**src/rtl/seq_mult_ctrl.sv**
```systemverilog
// Product-scanning sequencer for the bit-serial signed multiplier datapath (seq_mult).
// Optional performance counters are enabled by defining SEQ_MULT_CTRL_PERF_EN.
module seq_mult_ctrl #(
  parameter int P         = 2,
  parameter int MAX_WIDTH = 16
) (
  input  logic                            clk,
  input  logic                            rst,
  input  logic                            in_valid,
  output logic                            in_ready,
  input  logic [$clog2(MAX_WIDTH/P)+1:0]  in_digits,
  output logic [$clog2(MAX_WIDTH/P)+1:0]  bitSize,
  output logic                            start,
  output logic                            countDown,
  output logic                            countLast2,
  output logic                            lastOut,
  output logic                            busy,
  output logic [2:0]                      muxSelA,
  output logic [2:0]                      muxSelB,
  output logic                            invertFirstBit,
  output logic                            invertSecondRow,
  output logic                            placeOne,
  output logic                            out_valid,
  output logic                            out_last,
`ifdef SEQ_MULT_CTRL_PERF_EN
  output logic [31:0]                     perf_ops,
  output logic [31:0]                     perf_busy,
`endif
  output logic                            done
);

  localparam int DMAX = MAX_WIDTH / P;
  localparam int NW   = $clog2(DMAX) + 2;
  localparam int KW   = $clog2(2 * DMAX);
  localparam int CW   = NW + 1;

  typedef enum logic [1:0] {IDLE = 2'd0, MAC = 2'd1, LAST = 2'd2} state_t;

  typedef struct packed {
    logic       count_down;
    logic       count_last2;
    logic       last_out;
    logic       busy;
    logic       in_ready;
    logic [2:0] sel_a;
    logic [2:0] sel_b;
    logic       inv_first;
    logic       inv_second;
    logic       place_one;
  } ctrl_t;

  // Control word for a given schedule position; registered so every output comes from a flop.
  function automatic ctrl_t decode(input state_t st, input logic [KW-1:0] k,
                                   input logic [2:0] i, input logic [NW-1:0] n);
    ctrl_t          c;
    logic [CW-1:0]  k_e, i_e, n_e, nm1, last_i, j_e;
    k_e    = CW'(k);
    i_e    = CW'(i);
    n_e    = CW'(n);
    nm1    = n_e - CW'(1);
    last_i = (k_e < nm1) ? k_e : nm1;
    j_e    = k_e - i_e;
    c          = '0;
    c.in_ready = (st == IDLE);
    case (st)
      MAC: begin
        c.busy        = 1'b1;
        c.sel_a       = i;
        c.sel_b       = j_e[2:0];
        c.count_last2 = (i_e == last_i);
        c.count_down  = (k_e >= nm1);
        c.inv_first   = (i_e == nm1) && (j_e != nm1);
        c.inv_second  = (j_e == nm1) && (i_e != nm1);
        c.place_one   = c.count_last2 && (k_e == n_e) && (n_e >= CW'(2));
      end
      LAST: begin
        c.busy     = 1'b1;
        c.last_out = 1'b1;
      end
      default: c.in_ready = (st == IDLE);
    endcase
    return c;
  endfunction

  state_t         state_q, state_d;
  logic [KW-1:0]  k_q, k_d;
  logic [2:0]     i_q, i_d;
  logic [NW-1:0]  n_q, n_d;
  ctrl_t          ctrl_q, ctrl_d;
  logic           out_valid_q, out_valid_d;
  logic           out_last_q, out_last_d;
  logic           done_q, done_d;
  logic [CW-1:0]  k_e_s, n_e_s;
  logic [2:0]     first_s;

  // Next-state: walk column k from its first to its last index, then advance the column.
  always_comb begin
    state_d = state_q;
    k_d     = k_q;
    i_d     = i_q;
    n_d     = n_q;
    k_e_s   = CW'(k_q);
    n_e_s   = CW'(n_q);
    // first index of column k+1 is max(0, k+2-N)
    first_s = ((k_e_s + CW'(2)) > n_e_s) ? 3'(k_e_s + CW'(2) - n_e_s) : 3'd0;
    case (state_q)
      IDLE: begin
        if (in_valid) begin
          if (in_digits == NW'(0)) begin
            n_d = NW'(1);
          end else if (in_digits > NW'(DMAX)) begin
            n_d = NW'(DMAX);
          end else begin
            n_d = in_digits;
          end
          k_d     = '0;
          i_d     = 3'd0;
          state_d = MAC;
        end else begin
          state_d = IDLE;
        end
      end
      MAC: begin
        if (ctrl_q.count_last2) begin
          if (k_e_s == ((n_e_s << 1) - CW'(2))) begin
            state_d = LAST;
            k_d     = '0;
            i_d     = 3'd0;
          end else begin
            k_d = k_q + KW'(1);
            i_d = first_s;
          end
        end else begin
          i_d = i_q + 3'd1;
        end
      end
      LAST:    state_d = IDLE;
      default: state_d = IDLE;
    endcase
    ctrl_d      = decode(state_d, k_d, i_d, n_d);
    out_valid_d = ctrl_q.count_last2 | ctrl_q.last_out;
    out_last_d  = ctrl_q.last_out;
    done_d      = (state_q == LAST);
  end

  // FSM state, schedule counters and registered outputs.
  always_ff @(posedge clk) begin
    if (rst) begin
      state_q     <= IDLE;
      k_q         <= '0;
      i_q         <= 3'd0;
      n_q         <= '0;
      ctrl_q      <= decode(IDLE, '0, 3'd0, '0);
      out_valid_q <= 1'b0;
      out_last_q  <= 1'b0;
      done_q      <= 1'b0;
    end else begin
      state_q     <= state_d;
      k_q         <= k_d;
      i_q         <= i_d;
      n_q         <= n_d;
      ctrl_q      <= ctrl_d;
      out_valid_q <= out_valid_d;
      out_last_q  <= out_last_d;
      done_q      <= done_d;
    end
  end

  // start must be combinational so the datapath captures a/b in the handshake cycle
  assign start           = (state_q == IDLE) && in_valid;
  assign in_ready        = ctrl_q.in_ready;
  assign bitSize         = n_q;
  assign countDown       = ctrl_q.count_down;
  assign countLast2      = ctrl_q.count_last2;
  assign lastOut         = ctrl_q.last_out;
  assign busy            = ctrl_q.busy;
  assign muxSelA         = ctrl_q.sel_a;
  assign muxSelB         = ctrl_q.sel_b;
  assign invertFirstBit  = ctrl_q.inv_first;
  assign invertSecondRow = ctrl_q.inv_second;
  assign placeOne        = ctrl_q.place_one;
  assign out_valid       = out_valid_q;
  assign out_last        = out_last_q;
  assign done            = done_q;

`ifdef SEQ_MULT_CTRL_PERF_EN
  logic [31:0] perf_ops_q, perf_ops_d;
  logic [31:0] perf_busy_q, perf_busy_d;

  // Saturating activity counters.
  always_comb begin
    if (done_q && (perf_ops_q != 32'hFFFF_FFFF)) begin
      perf_ops_d = perf_ops_q + 32'd1;
    end else begin
      perf_ops_d = perf_ops_q;
    end
    if (ctrl_q.busy && (perf_busy_q != 32'hFFFF_FFFF)) begin
      perf_busy_d = perf_busy_q + 32'd1;
    end else begin
      perf_busy_d = perf_busy_q;
    end
  end

  // Counter registers.
  always_ff @(posedge clk) begin
    if (rst) begin
      perf_ops_q  <= 32'd0;
      perf_busy_q <= 32'd0;
    end else begin
      perf_ops_q  <= perf_ops_d;
      perf_busy_q <= perf_busy_d;
    end
  end

  assign perf_ops  = perf_ops_q;
  assign perf_busy = perf_busy_q;
`endif

endmodule
```
**config.mk**
```make
export PLATFORM = sky130hd
export DESIGN_NAME = seq_mult_ctrl
export DESIGN_NICKNAME = d
export VERILOG_FILES = /design/src/rtl/seq_mult_ctrl.sv
export SDC_FILE = /design/constraint.sdc
export NUM_CORES = 1
export LEC_CHECK = 0
export BUFFER_PORTS_ARGS = -buffer_cell sky130_fd_sc_hd__buf_2
export CAP_MARGIN = 10
export CORE_AREA = 2 2 57 85
export CTS_CLUSTER_SIZE = 24
export DETAILED_ROUTE_END_ITERATION = 10
export DIE_AREA = 0 0 59 87
export GPL_TIMING_DRIVEN = 0
export PLACE_DENSITY_LB_ADDON = 0.25
export SLEW_MARGIN = 25
export SYNTH_ARGS = -nofsm -noshare
export SYNTH_HDL_FRONTEND = slang
export SYNTH_SLANG_ARGS = --single-unit
```
**constraint.sdc**
```tcl
create_clock -name clk -period 5.6 [get_ports clk]
set_input_delay 1.12 -clock clk [delete_from_list [all_inputs] [get_ports clk]]
set_output_delay 1.12 -clock clk [all_outputs]
set_load 0.02 [all_outputs]
```
==> metrics.yaml, run 1 <==
status:
  run_status: "completed"
place:
  dpl.cell_count: 335
  io_buffer_count: 30
  routabilityCongestion: 0.852
  detailed_placement_wirelength_estimate_mm: 4.19
yosys:
  ys_top_cells_by_area: "sky130_fd_sc_hd__dfxtp_1 (28%), sky130_fd_sc_hd__ha_1 (11%), sky130_fd_sc_hd__nor2_1 (6.2%)"
  synthesis.area_sq_um: 2190
  synthCells: 257
  synth_fp_nets: 287
  seq_area_frac_synth_pct: 28.3
  number_of_distinct_library_cell_variants_in_the_gate_level_netlist_after_synthesis: 61
  ff_latch_count_synth: 31
  synth-edff-count: 0
  synthArstFlopShare_pct: 0
  synth_area_per_cell_sq_um: 8.53
  ys_warns: 0
  synth_top_cell_area_share_pct: 28.3
  dominantRegCellSynth: "sky130_fd_sc_hd__dfxtp_1"
  cell_type_with_the_highest_aggregate_area_in_the_netlist: "sky130_fd_sc_hd__dfxtp_1"
grt:
  antenna_found_initial: 0
  grt_start_max_net_pins: 11
  globalRoute.totalOverflow: 0
  grt_use_total_pct: 22.5
  via_count_of_the_first_global_routing_pass: 1899
  grt_pass1_wl_mm: 8.64
sta:
  max_slew_margin_pct: 39.8
  hold_viol_final: 0
  clock.fmax_ghz: 0.188
  rsz0062_at_grt: "false"
  maxSlewViolCount: 0
  post-route-min-period_ns: 5.33
  final.setup_skew_ns: 0.00702
  finalSetupViolCount: 0
  min_period_over_period_pct: 95.1
  worst_slew_pin_slew_ns: 0.898
  tns_ns: 0
setup_path:
  crit_cells: 19
  cp_data_required_time_ns: 5.78
  critical_path_class: "primary input to flip-flop"
  crit_start: "in_valid"
  critical_path.startpoint_type: "primary input"
  reg2reg_to: "placeOne"
  crit_path_top_delay_cell: "sky130_fd_sc_hd__a2bb2oi_1"
  crit_path_max_fanout: 10
  crit_path_end_kind: "flip-flop"
  setup.reg_to_reg.worst_slack_ns: 0.75
  crit_path_cell_trace: "buf_2, or3b_1, clkbuf_8, inv_1, buf_2, o21ai_0, a2bb2oi_1, ha_1, xnor2_2, inv_1, ha_1, nand2_1, o21a_1, maj3_2, or3_1, buf_6, mux2i_4, xnor2_1, and4_1"
  critical_path.top_delay_family: "adder cells"
  worst_path_largest_cell_delay_ns: 0.70
  cp_data_arrival_time_ns: 5.51
  regToRegStartpoint: "state_q[1]"
  critPathBufInv: 6
  worst-r2r-cell-count: 18
detailed_routing:
  drc: 0
  finalWirelength_mm: 5.21
  dr_total_vias: 1939
  routed_via_density: 5.65
  route.detailed.wl_per_inst_microns: 15.2
  antenna_violating_nets_post_route: 0
  drt_first_pass_iters: 4
  first_iter_violations: 67
clocking:
  clock_sinks: 31
  cts_buffers: 5
  worst_setup_hold_path_clk_slew_ns: 0.06
  cts_setup_buffers: 0
  post_cts_hold_fix_bufs: 0
  clock_latency_ns: 0.29
  htree_num_levels: 2
  bufs_on_longest_clock_path: 2
  ctsResizeCount: 0
  cts_tree: "done"
  cts-root-buf: "sky130_fd_sc_hd__clkbuf_8"
min_path:
  holdCritPathClass: "flip-flop to flip-flop"
  min_delay_src: "lastOut"
  worst_hold_endpoint: "out_valid"
  hold_path_depth: 2
power:
  irDropWorstVdd_mv: 0.164
  leakage_power_figure_nw: 1.15
  power.density_nw_per_um2: 228
die:
  boundaryPins: 31
  core_sq_um: 4430
  die_h_microns: 87
  fp_rows: 30
  x_dimension_of_the_die_microns: 59
  start_util_pct: 49.5
  design.die.area_sq_um: 5130
cells_and_area:
  drive_gt1_share_pct: 20.0
  layoutNonFillerInstCount: 343
  area.growth.synth_to_final_pct: 14.7
  layout.filler_cells: 428
  finish.net_count: 324
  antenna_cells_inserted: 0
  postLayoutCoreUtil_pct: 56.8
flow_run:
  drv_cap: 0
[cell usage after synthesis (4+ instances only)]
| library cell | count |
|---|---|
| sky130_fd_sc_hd__dfxtp_1 | 31 |
| sky130_fd_sc_hd__xnor2_1 | 12 |
| sky130_fd_sc_hd__a31oi_1 | 4 |
| sky130_fd_sc_hd__nor3_1 | 9 |
| sky130_fd_sc_hd__o21ai_0 | 8 |
| sky130_fd_sc_hd__nor2b_1 | 8 |
| sky130_fd_sc_hd__ha_1 | 20 |
| sky130_fd_sc_hd__inv_1 | 18 |
| sky130_fd_sc_hd__nand2_1 | 8 |
| sky130_fd_sc_hd__a21oi_1 | 17 |
| sky130_fd_sc_hd__nor2_1 | 36 |
| sky130_fd_sc_hd__nand3_1 | 6 |
| sky130_fd_sc_hd__mux2i_1 | 4 |
| sky130_fd_sc_hd__xor2_1 | 4 |
| sky130_fd_sc_hd__nand2b_1 | 7 |
[worst max-delay path by stage]
| stage | slack (ns) | end |
|---|---|---|
| after CTS | 0.18 | placeOne |
| after detailed placement | -0.11 | placeOne |
| after floorplan | 0.52 | placeOne |
| after global placement | -0.10 | placeOne |
| after global routing | 0.06 | placeOne |
| final | 0.27 | placeOne |
[tightest hold or removal path, stage by stage (launching register included)]
cell and delay, ns:
sky130_fd_sc_hd__dfxtp_1 0.31, sky130_fd_sc_hd__nor2_1 0.08, sky130_fd_sc_hd__nor2_1 0.04
[kinds of logic (layout without fill, tap and decap cells)]
logic type                 after synthesis  count (layout)  synth area share (%)
and+or+nand+nor                        100             100                  24.3
buffers and inverters                   26              64                  5.65
DFF                                     31              31                  28.3
adders and majority gates               23              23                  13.8
xor gates and xnor gates                17              17                  7.48
muxes                                    6               6                  3.48
AOI/OAI and AO/OA                       54              54                  17.0
[flip-flops by register name, summed over array words and instances (netlist names), 2 cells and up]
signal	flops
state_q	2
muxSelA	3
k_q	4
i_q	3
muxSelB	3
bitSize	5
[cell type report]
type	instances	area, sq um	share of cell area, %
sequential	31	621	24.7
multi-input combinational	200	1460	57.9
buffer	7	52.6	2.09
clock buffer	7	96.3	3.83
inverter	19	71.3	2.84
timing repair buffer	30	150	5.97
tap	48	60.1	2.39
clock inverter	1	7.51	0.299
[where the power goes]
group | switching [mW] | total [mW] | internal [mW]
Combinational | 0.0806 | 0.138 | 0.0569
Sequential | 0.00757 | 0.237 | 0.229
Clock | 0.0864 | 0.198 | 0.112
[routing by layer]
metal,GRT usage [%],wire [microns],vias to the layer above
met5,0,0,-
met4,11.6,173,0
met3,4.75,204,16
met2,40.7,2850,46
met1,23.6,1980,905
li1,-,-,972
[per-stage QoR]
stage / hold slack, ns / setup WS [ns] / total power, mW / cell area [sq um]
finish: 0.479 / 0.272 / 0.572 / 2510
detailed placement: 0.472 / -0.109 / 0.379 / 2400
floorplan: 0.513 / 0.519 / 0.343 / 2190
CTS: 0.484 / 0.181 / 0.578 / 2510
global route: 0.487 / 0.0566 / 0.604 / 2510
global placement: 0.462 / -0.103 / 0.377 / 2400
[cells in the final DEF (no fill, tap or decap), types with 3 or more instances in the layout]
master | synthesis | routed
sky130_fd_sc_hd__buf_2 | 1 | 31
sky130_fd_sc_hd__inv_1 | 18 | 18
sky130_fd_sc_hd__nor2_1 | 36 | 36
sky130_fd_sc_hd__o211ai_1 | 3 | 3
sky130_fd_sc_hd__nand2_1 | 8 | 8
sky130_fd_sc_hd__nor2b_1 | 8 | 8
sky130_fd_sc_hd__clkbuf_1 | 3 | 3
sky130_fd_sc_hd__ha_1 | 20 | 20
sky130_fd_sc_hd__nand3b_1 | 3 | 3
sky130_fd_sc_hd__or2_2 | 3 | 3
sky130_fd_sc_hd__nor3_1 | 9 | 9
sky130_fd_sc_hd__a21oi_1 | 17 | 17
sky130_fd_sc_hd__a31oi_1 | 4 | 4
sky130_fd_sc_hd__xnor2_1 | 12 | 11
sky130_fd_sc_hd__o21ai_0 | 8 | 8
sky130_fd_sc_hd__xor2_1 | 4 | 4
sky130_fd_sc_hd__dfxtp_1 | 31 | 31
sky130_fd_sc_hd__nand3_1 | 6 | 6
sky130_fd_sc_hd__and3_1 | 3 | 3
sky130_fd_sc_hd__nand2b_1 | 7 | 7
sky130_fd_sc_hd__mux2i_1 | 4 | 4
sky130_fd_sc_hd__clkbuf_8 | 1 | 8
Power figures use the tool's default switching activity.
==> run 2: changes to the inputs <==
--- a/config.mk
+++ b/config.mk
@@ -13,6 +13,7 @@
 export DIE_AREA = 0 0 59 87
 export GPL_TIMING_DRIVEN = 0
 export PLACE_DENSITY_LB_ADDON = 0.25
+export REMOVE_ABC_BUFFERS = 1
 export SLEW_MARGIN = 25
 export SYNTH_ARGS = -nofsm -noshare
 export SYNTH_HDL_FRONTEND = slang
==> metrics.yaml, run 2 (synthesized netlist as in run 1, its figures left out) <==
sta:
  min_period_over_period_pct: 95.7  # was 95.1%
  max_slew_margin_pct: 40.9  # was 39.8%
  rsz0062_at_grt: "false"  # unchanged
  worst_slew_pin_slew_ns: 0.875  # was 0.898 ns
  maxSlewViolCount: 0  # unchanged
  final.setup_skew_ns: 0.00393  # was 0.00702 ns
  post-route-min-period_ns: 5.36  # was 5.33 ns
  hold_viol_final: 0  # unchanged
  finalSetupViolCount: 0  # unchanged
  tns_ns: 0  # unchanged
  clock.fmax_ghz: 0.186  # was 0.188 GHz
grt:
  grt_pass1_wl_mm: 8.76  # was 8.64 mm
  globalRoute.totalOverflow: 0  # unchanged
  grt_start_max_net_pins: 22  # was 11
  antenna_found_initial: 0  # unchanged
  grt_use_total_pct: 22.5  # about the same
  via_count_of_the_first_global_routing_pass: 1852  # was 1899
cells_and_area:
  layoutNonFillerInstCount: 339  # was 343
  largest_register_ff_count: 5  # unchanged
  antenna_cells_inserted: 0  # unchanged
  fin_area_sq_um: 2490  # was 2510 sq um
  finish.net_count: 320  # was 324
  drive_gt1_share_pct: 20.3  # was 20.0%
  area.growth.synth_to_final_pct: 13.4  # was 14.7%
  commonest_cells_after_routing_fill_and_taps_aside: "sky130_fd_sc_hd__nor2_1 (36), sky130_fd_sc_hd__dfxtp_1 (31), sky130_fd_sc_hd__buf_2 (30), sky130_fd_sc_hd__ha_1 (20)"  # was sky130_fd_sc_hd__nor2_1 (36), sky130_fd_sc_hd__buf_2 (31), sky130_fd_sc_hd__dfxtp_1 (31), sky130_fd_sc_hd__ha_1 (20), sky130_fd_sc_hd__inv_1 (18)
  mostFrequentLayoutCell: "sky130_fd_sc_hd__nor2_1"  # unchanged
flow_run:
  drv_cap: 0  # unchanged
setup_path:
  setup.reg_to_reg.worst_slack_ns: 0.70  # was 0.75 ns
  reg2reg_to: "placeOne"  # unchanged
  worst_path_largest_cell_delay_ns: 0.49  # was 0.70 ns
  worst-r2r-cell-count: 15  # was 18
  crit_path_end_kind: "flip-flop"  # unchanged
  crit_path_top_delay_cell: "sky130_fd_sc_hd__or3_1"  # was sky130_fd_sc_hd__a2bb2oi_1
  critPathBufInv: 3  # was 6
  crit_path_max_fanout: 14  # was 10
  crit_path_cell_trace: "buf_2, or3b_1, clkinvlp_4, o21ai_0, a2bb2oi_2, ha_1, xnor2_1, inv_1, ha_1, nand2_1, o21a_1, maj3_2, or3_1, mux2i_4, xnor2_1, and4_1"  # was buf_2, or3b_1, clkbuf_8, inv_1, buf_2, o21ai_0, a2bb2oi_1, ha_1, xnor2_2, inv_1, ha_1, nand2_1, o21a_1, maj3_2, or3_1, buf_6, mux2i_4, xnor2_1, and4_1
  regToRegStartpoint: "state_q[0]"  # was state_q[1]
  cp_data_required_time_ns: 5.78  # about the same
  critical_path_class: "primary input to flip-flop"  # unchanged
  cp_data_arrival_time_ns: 5.54  # was 5.51 ns
  critical_path.top_delay_family: "simple AND/OR/NAND/NOR gates"  # was adder cells
  critical_path.startpoint_type: "primary input"  # unchanged
clocking:
  worst_setup_hold_path_clk_slew_ns: 0.07  # was 0.06 ns
  bufs_on_longest_clock_path: 2  # unchanged
  htree_num_levels: 2  # unchanged
  cts_buffers: 5  # unchanged
  post_cts_hold_fix_bufs: 0  # unchanged
  clock_sinks: 31  # unchanged
  clock_latency_ns: 0.28  # was 0.29 ns
  cts_tree: "done"  # unchanged
  cts-root-buf: "sky130_fd_sc_hd__clkbuf_8"  # unchanged
detailed_routing:
  drt_first_pass_iters: 4  # unchanged
  dr_total_vias: 1970  # was 1939
  route.detailed.wl_per_inst_microns: 16.0  # was 15.2 microns
  routed_via_density: 5.81  # was 5.65
  drc: 0  # unchanged
  first_iter_violations: 73  # was 67
  finalWirelength_mm: 5.42  # was 5.21 mm
  antenna_violating_nets_post_route: 0  # unchanged
die:
  x_dimension_of_the_die_microns: 59  # unchanged
  start_util_pct: 49.5  # unchanged
  die_h_microns: 87  # unchanged
  core_sq_um: 4430  # unchanged
  boundaryPins: 31  # unchanged
  design.die.area_sq_um: 5130  # unchanged
  fp_rows: 30  # unchanged
power:
  irDropWorstVdd_mv: 0.187  # was 0.164 mV
  report.power.total_uw: 573  # was 572 uW
  power.density_nw_per_um2: 231  # was 228 nW/um^2
  leakage_power_figure_nw: 1.13  # was 1.15 nW
min_path:
  min_delay_src: "lastOut"  # unchanged
  worst_hold_endpoint: "out_last"  # was out_valid
  holdCritPathClass: "flip-flop to flip-flop"  # unchanged
  hold_path_depth: 1  # was 2
place:
  placedInstanceArea_sq_um: 2350  # was 2400 sq um
  io_buffer_count: 30  # unchanged
  dpl.cell_count: 328  # was 335
  detailed_placement_wirelength_estimate_mm: 4.14  # was 4.19 mm
  routabilityCongestion: 0.897  # was 0.852
status:
  run_status: "completed"  # unchanged
## run 2: cell types whose count changed in the layout (fill, tap and decap cells not counted), sizes merged
cell / change
clkbuf: -4
clkinvlp: +1
inv: -1
## run 2: how the worst max path moves through the flow
stage | from | end | slack [ns] | cells past startpoint
6_report | in_valid | placeOne | 0.24 | 16
5_1_grt | in_valid | placeOne | 0.04 | 16
4_1_cts | in_valid | placeOne | 0.11 | 16
3_5_place_dp | in_valid | placeOne | -0.15 | 16
3_3_place_gp | in_valid | placeOne | -0.21 | 16
2_1_floorplan | in_valid | placeOne | 0.47 | 15
## run 2: repair_timing
item / CTS / global route
endpoints found under the setup margin: 0 / 2
resized for setup: 0 / 2
setup buffers: 0 / 3
endpoints found under the hold margin: 0 / 0
## run 2: layout make-up
type | instances | area (sq um)
clock buffers | 7 | 96.3
flip-flops and latches | 31 | 621
clock inverters | 1 | 7.51
repair buffers | 33 | 173
fillers | 420 | 1940
multi-input cells | 200 | 1450
inverters | 19 | 75.1
well taps | 48 | 60.1
## run 2: report_power, final
group,internal [mW],switching (mW),leakage [nW]
clock network,0.112,0.0866,0.0505
registers,0.229,0.00839,0.252
logic,0.0566,0.0806,0.824
## run 2: metal layers
metal	wire length [microns]	GRT usage, %	vias up
met5	0	0	-
met3	221	4.61	11
met1	2110	25.1	943
met2	2990	41.4	50
met4	97	7.44	0
li1	-	-	966
## run 2: metrics by stage
stage          hold WS, ns  util [%]  setup WS (ns)
2_1_floorplan        0.509         -          0.473
6_report             0.480      56.1          0.238
3_3_place_gp         0.455      53.1         -0.206
4_1_cts              0.479      55.4          0.110
3_5_place_dp         0.470      53.1         -0.153
5_1_grt              0.490      56.1         0.0380
==> run 3: changes to the inputs <==
--- a/config.mk
+++ b/config.mk
@@ -12,7 +12,7 @@
 export DETAILED_ROUTE_END_ITERATION = 10
 export DIE_AREA = 0 0 59 87
 export GPL_TIMING_DRIVEN = 0
-export PLACE_DENSITY_LB_ADDON = 0.25
+export PLACE_DENSITY = 0.74
 export REMOVE_ABC_BUFFERS = 1
 export SLEW_MARGIN = 25
 export SYNTH_ARGS = -nofsm -noshare
==> metrics.yaml, run 3 (synthesized netlist as in run 1, its figures left out) <==
cells_and_area:
  layout.filler_cells: 403  # was 420
  fin_area_sq_um: 2540  # was 2490 sq um
  finish.net_count: 323  # was 320
  area_used_by_multi_input_combinational_logic_sq_um: 1470  # was 1450 sq um
  largest_register_ff_count: 5  # unchanged
  drive_gt1_share_pct: 21.4  # was 20.3%
  antenna_cells_inserted: 0  # unchanged
  mostFrequentLayoutCell: "sky130_fd_sc_hd__nor2_1"  # unchanged
  area.growth.synth_to_final_pct: 15.9  # was 13.4%
  regArea_sq_um: 621  # unchanged
  commonest_cells_after_routing_fill_and_taps_aside: "sky130_fd_sc_hd__nor2_1 (36), sky130_fd_sc_hd__dfxtp_1 (31), sky130_fd_sc_hd__buf_2 (30), sky130_fd_sc_hd__ha_1 (20)"  # unchanged
  layoutNonFillerInstCount: 342  # was 339
grt:
  antenna_found_initial: 0  # unchanged
  grt_start_max_net_pins: 22  # unchanged
  via_count_of_the_first_global_routing_pass: 1991  # was 1852
  grt_pass1_wl_mm: 8.95  # was 8.76 mm
  grt_use_total_pct: 22.9  # was 22.5%
  globalRoute.totalOverflow: 0  # unchanged
detailed_routing:
  dr_total_vias: 2023  # was 1970
  first_iter_violations: 64  # was 73
  finalWirelength_mm: 5.51  # was 5.42 mm
  routed_via_density: 5.92  # was 5.81
  drt_first_pass_iters: 4  # unchanged
  drc: 0  # unchanged
  antenna_violating_nets_post_route: 0  # unchanged
  route.detailed.wl_per_inst_microns: 16.1  # was 16.0 microns
sta:
  final.setup_skew_ns: 0.00926  # was 0.00393 ns
  post-route-min-period_ns: 5.43  # was 5.36 ns
  hold_slack_ns: 0.475  # was 0.480 ns
  hold_viol_final: 0  # unchanged
  post-route-worst-setup-slack_ns: 0.167  # was 0.238 ns
  finalSetupViolCount: 0  # unchanged
  clock.fmax_ghz: 0.184  # was 0.186 GHz
  max_slew_margin_pct: 41.6  # was 40.9%
  min_period_over_period_pct: 97.0  # was 95.7%
  worst_slew_pin_slew_ns: 0.864  # was 0.875 ns
  maxSlewViolCount: 0  # unchanged
die:
  start_util_pct: 49.5  # unchanged
  boundaryPins: 31  # unchanged
  design.die.area_sq_um: 5130  # unchanged
  die_h_microns: 87  # unchanged
  fp_rows: 30  # unchanged
  core_sq_um: 4430  # unchanged
  x_dimension_of_the_die_microns: 59  # unchanged
place:
  placedInstanceArea_sq_um: 2350  # unchanged
  detailed_placement_wirelength_estimate_mm: 3.97  # was 4.14 mm
  post-place-ws_ns: -0.205  # was -0.153 ns
  routabilityCongestion: 0.880  # was 0.897
  dpl.cell_count: 328  # unchanged
  io_buffer_count: 30  # unchanged
status:
  run_status: "completed"  # unchanged
setup_path:
  crit_path_cell_trace: "buf_2, or3b_1, clkinvlp_4, o21ai_0, a2bb2oi_4, ha_1, xnor2_1, inv_1, ha_1, nand2_1, o21a_1, maj3_2, or3_1, mux2i_4, xnor2_1, and4_1"  # was buf_2, or3b_1, clkinvlp_4, o21ai_0, a2bb2oi_2, ha_1, xnor2_1, inv_1, ha_1, nand2_1, o21a_1, maj3_2, or3_1, mux2i_4, xnor2_1, and4_1
  critPathBufInv: 3  # unchanged
  cp_data_required_time_ns: 5.77  # was 5.78 ns
  crit_path_max_fanout: 15  # was 14
  cp_data_arrival_time_ns: 5.61  # was 5.54 ns
  crit_path_top_delay_cell: "sky130_fd_sc_hd__or3b_1"  # was sky130_fd_sc_hd__or3_1
  crit_path_end_kind: "flip-flop"  # unchanged
  worst_path_largest_cell_delay_ns: 0.56  # was 0.49 ns
  critical_path.top_delay_family: "simple AND/OR/NAND/NOR gates"  # unchanged
  critical_path_class: "primary input to flip-flop"  # unchanged
  critical_path.startpoint_type: "primary input"  # unchanged
min_path:
  holdCritPathClass: "flip-flop to flip-flop"  # unchanged
power:
  leakage_power_figure_nw: 1.16  # was 1.13 nW
  irDropWorstVdd_mv: 0.136  # was 0.187 mV
  power.density_nw_per_um2: 241  # was 231 nW/um^2
clocking:
  clock_sinks: 31  # unchanged
  clock_latency_ns: 0.29  # was 0.28 ns
  cts-root-buf: "sky130_fd_sc_hd__clkbuf_8"  # unchanged
  bufs_on_longest_clock_path: 2  # unchanged
  cts_buffers: 5  # unchanged
  htree_num_levels: 2  # unchanged
  cts_tree: "done"  # unchanged
  worst_setup_hold_path_clk_slew_ns: 0.07  # about the same
flow_run:
  drv_cap: 0  # unchanged
-- run 3: cell count changes in the layout (fill, tap and decap cells not counted) --
| cell | change |
|---|---|
| sky130_fd_sc_hd__a2bb2oi_2 | -1 |
| sky130_fd_sc_hd__a2bb2oi_4 | +1 |
| sky130_fd_sc_hd__a31oi_1 | -1 |
| sky130_fd_sc_hd__a31oi_2 | +1 |
| sky130_fd_sc_hd__buf_4 | +3 |
| sky130_fd_sc_hd__bufinv_16 | +1 |
| sky130_fd_sc_hd__clkbuf_8 | -1 |
| sky130_fd_sc_hd__clkinv_2 | +1 |
| sky130_fd_sc_hd__clkinvlp_4 | -1 |
-- run 3: what timing repair did --
item                                    in CTS  in global routing
gates resized for setup                      0                  3
setup buffers                                0                  6
hold buffers                                 0                  0
endpoints found under the setup margin       0                  2
-- run 3: cell type report --
cell class / count / share of cell area, %
clock inverters: 2 / 1.38
inverters: 19 / 2.96
well taps: 48 / 2.36
multi-input cells: 200 / 57.9
flip-flops and latches: 31 / 24.4
clock buffers: 6 / 3.25
repair buffers: 36 / 7.68
-- run 3: worst reg2reg max path, cell delays in order, from the launching register on --
cell	delay (ns)
sky130_fd_sc_hd__dfxtp_1	0.50
sky130_fd_sc_hd__or3b_1	0.46
sky130_fd_sc_hd__clkinvlp_4	0.39
sky130_fd_sc_hd__buf_4	0.24
sky130_fd_sc_hd__nor2_1	0.09
sky130_fd_sc_hd__a31oi_1	0.11
sky130_fd_sc_hd__ha_1	0.35
sky130_fd_sc_hd__xnor2_1	0.50
sky130_fd_sc_hd__inv_1	0.15
sky130_fd_sc_hd__ha_1	0.34
sky130_fd_sc_hd__nand2_1	0.06
sky130_fd_sc_hd__o21a_1	0.22
sky130_fd_sc_hd__maj3_2	0.30
sky130_fd_sc_hd__or3_1	0.49
sky130_fd_sc_hd__mux2i_4	0.24
sky130_fd_sc_hd__xnor2_1	0.16
sky130_fd_sc_hd__and4_1	0.24
-- run 3: final timing paths --
path / startpoint / to / slack, ns / cells past startpoint
worst max-delay path: in_valid / placeOne / 0.17 / 16
worst min-delay path: lastOut / out_valid / 0.47 / 2
worst max register to register: state_q[0] / placeOne / 0.66 / 16
worst min register to register: lastOut / out_valid / 0.47 / 2
-- run 3: power breakdown --
part,total (mW),switching [mW],internal (mW)
logic,0.142,0.0828,0.0595
clock network,0.231,0.0871,0.144
registers,0.238,0.00844,0.229
-- run 3: metal layers --
layer,wire length (microns),global-route usage [%],vias to the layer above
li1,-,-,970
met4,315,16.9,0
met5,0,0,-
met2,2890,39.9,64
met3,160,2.67,28
met1,2150,24.6,961
-- run 3: per-stage QoR --
step	util (%)	TNS [ns]	power (mW)
global placement	53.1	-0.289	0.372
floorplan	-	0	0.339
global route	57.3	-0.00392	0.637
detailed placement	53.1	-0.375	0.375
finish	57.3	0	0.611
CTS	55.7	0	0.605
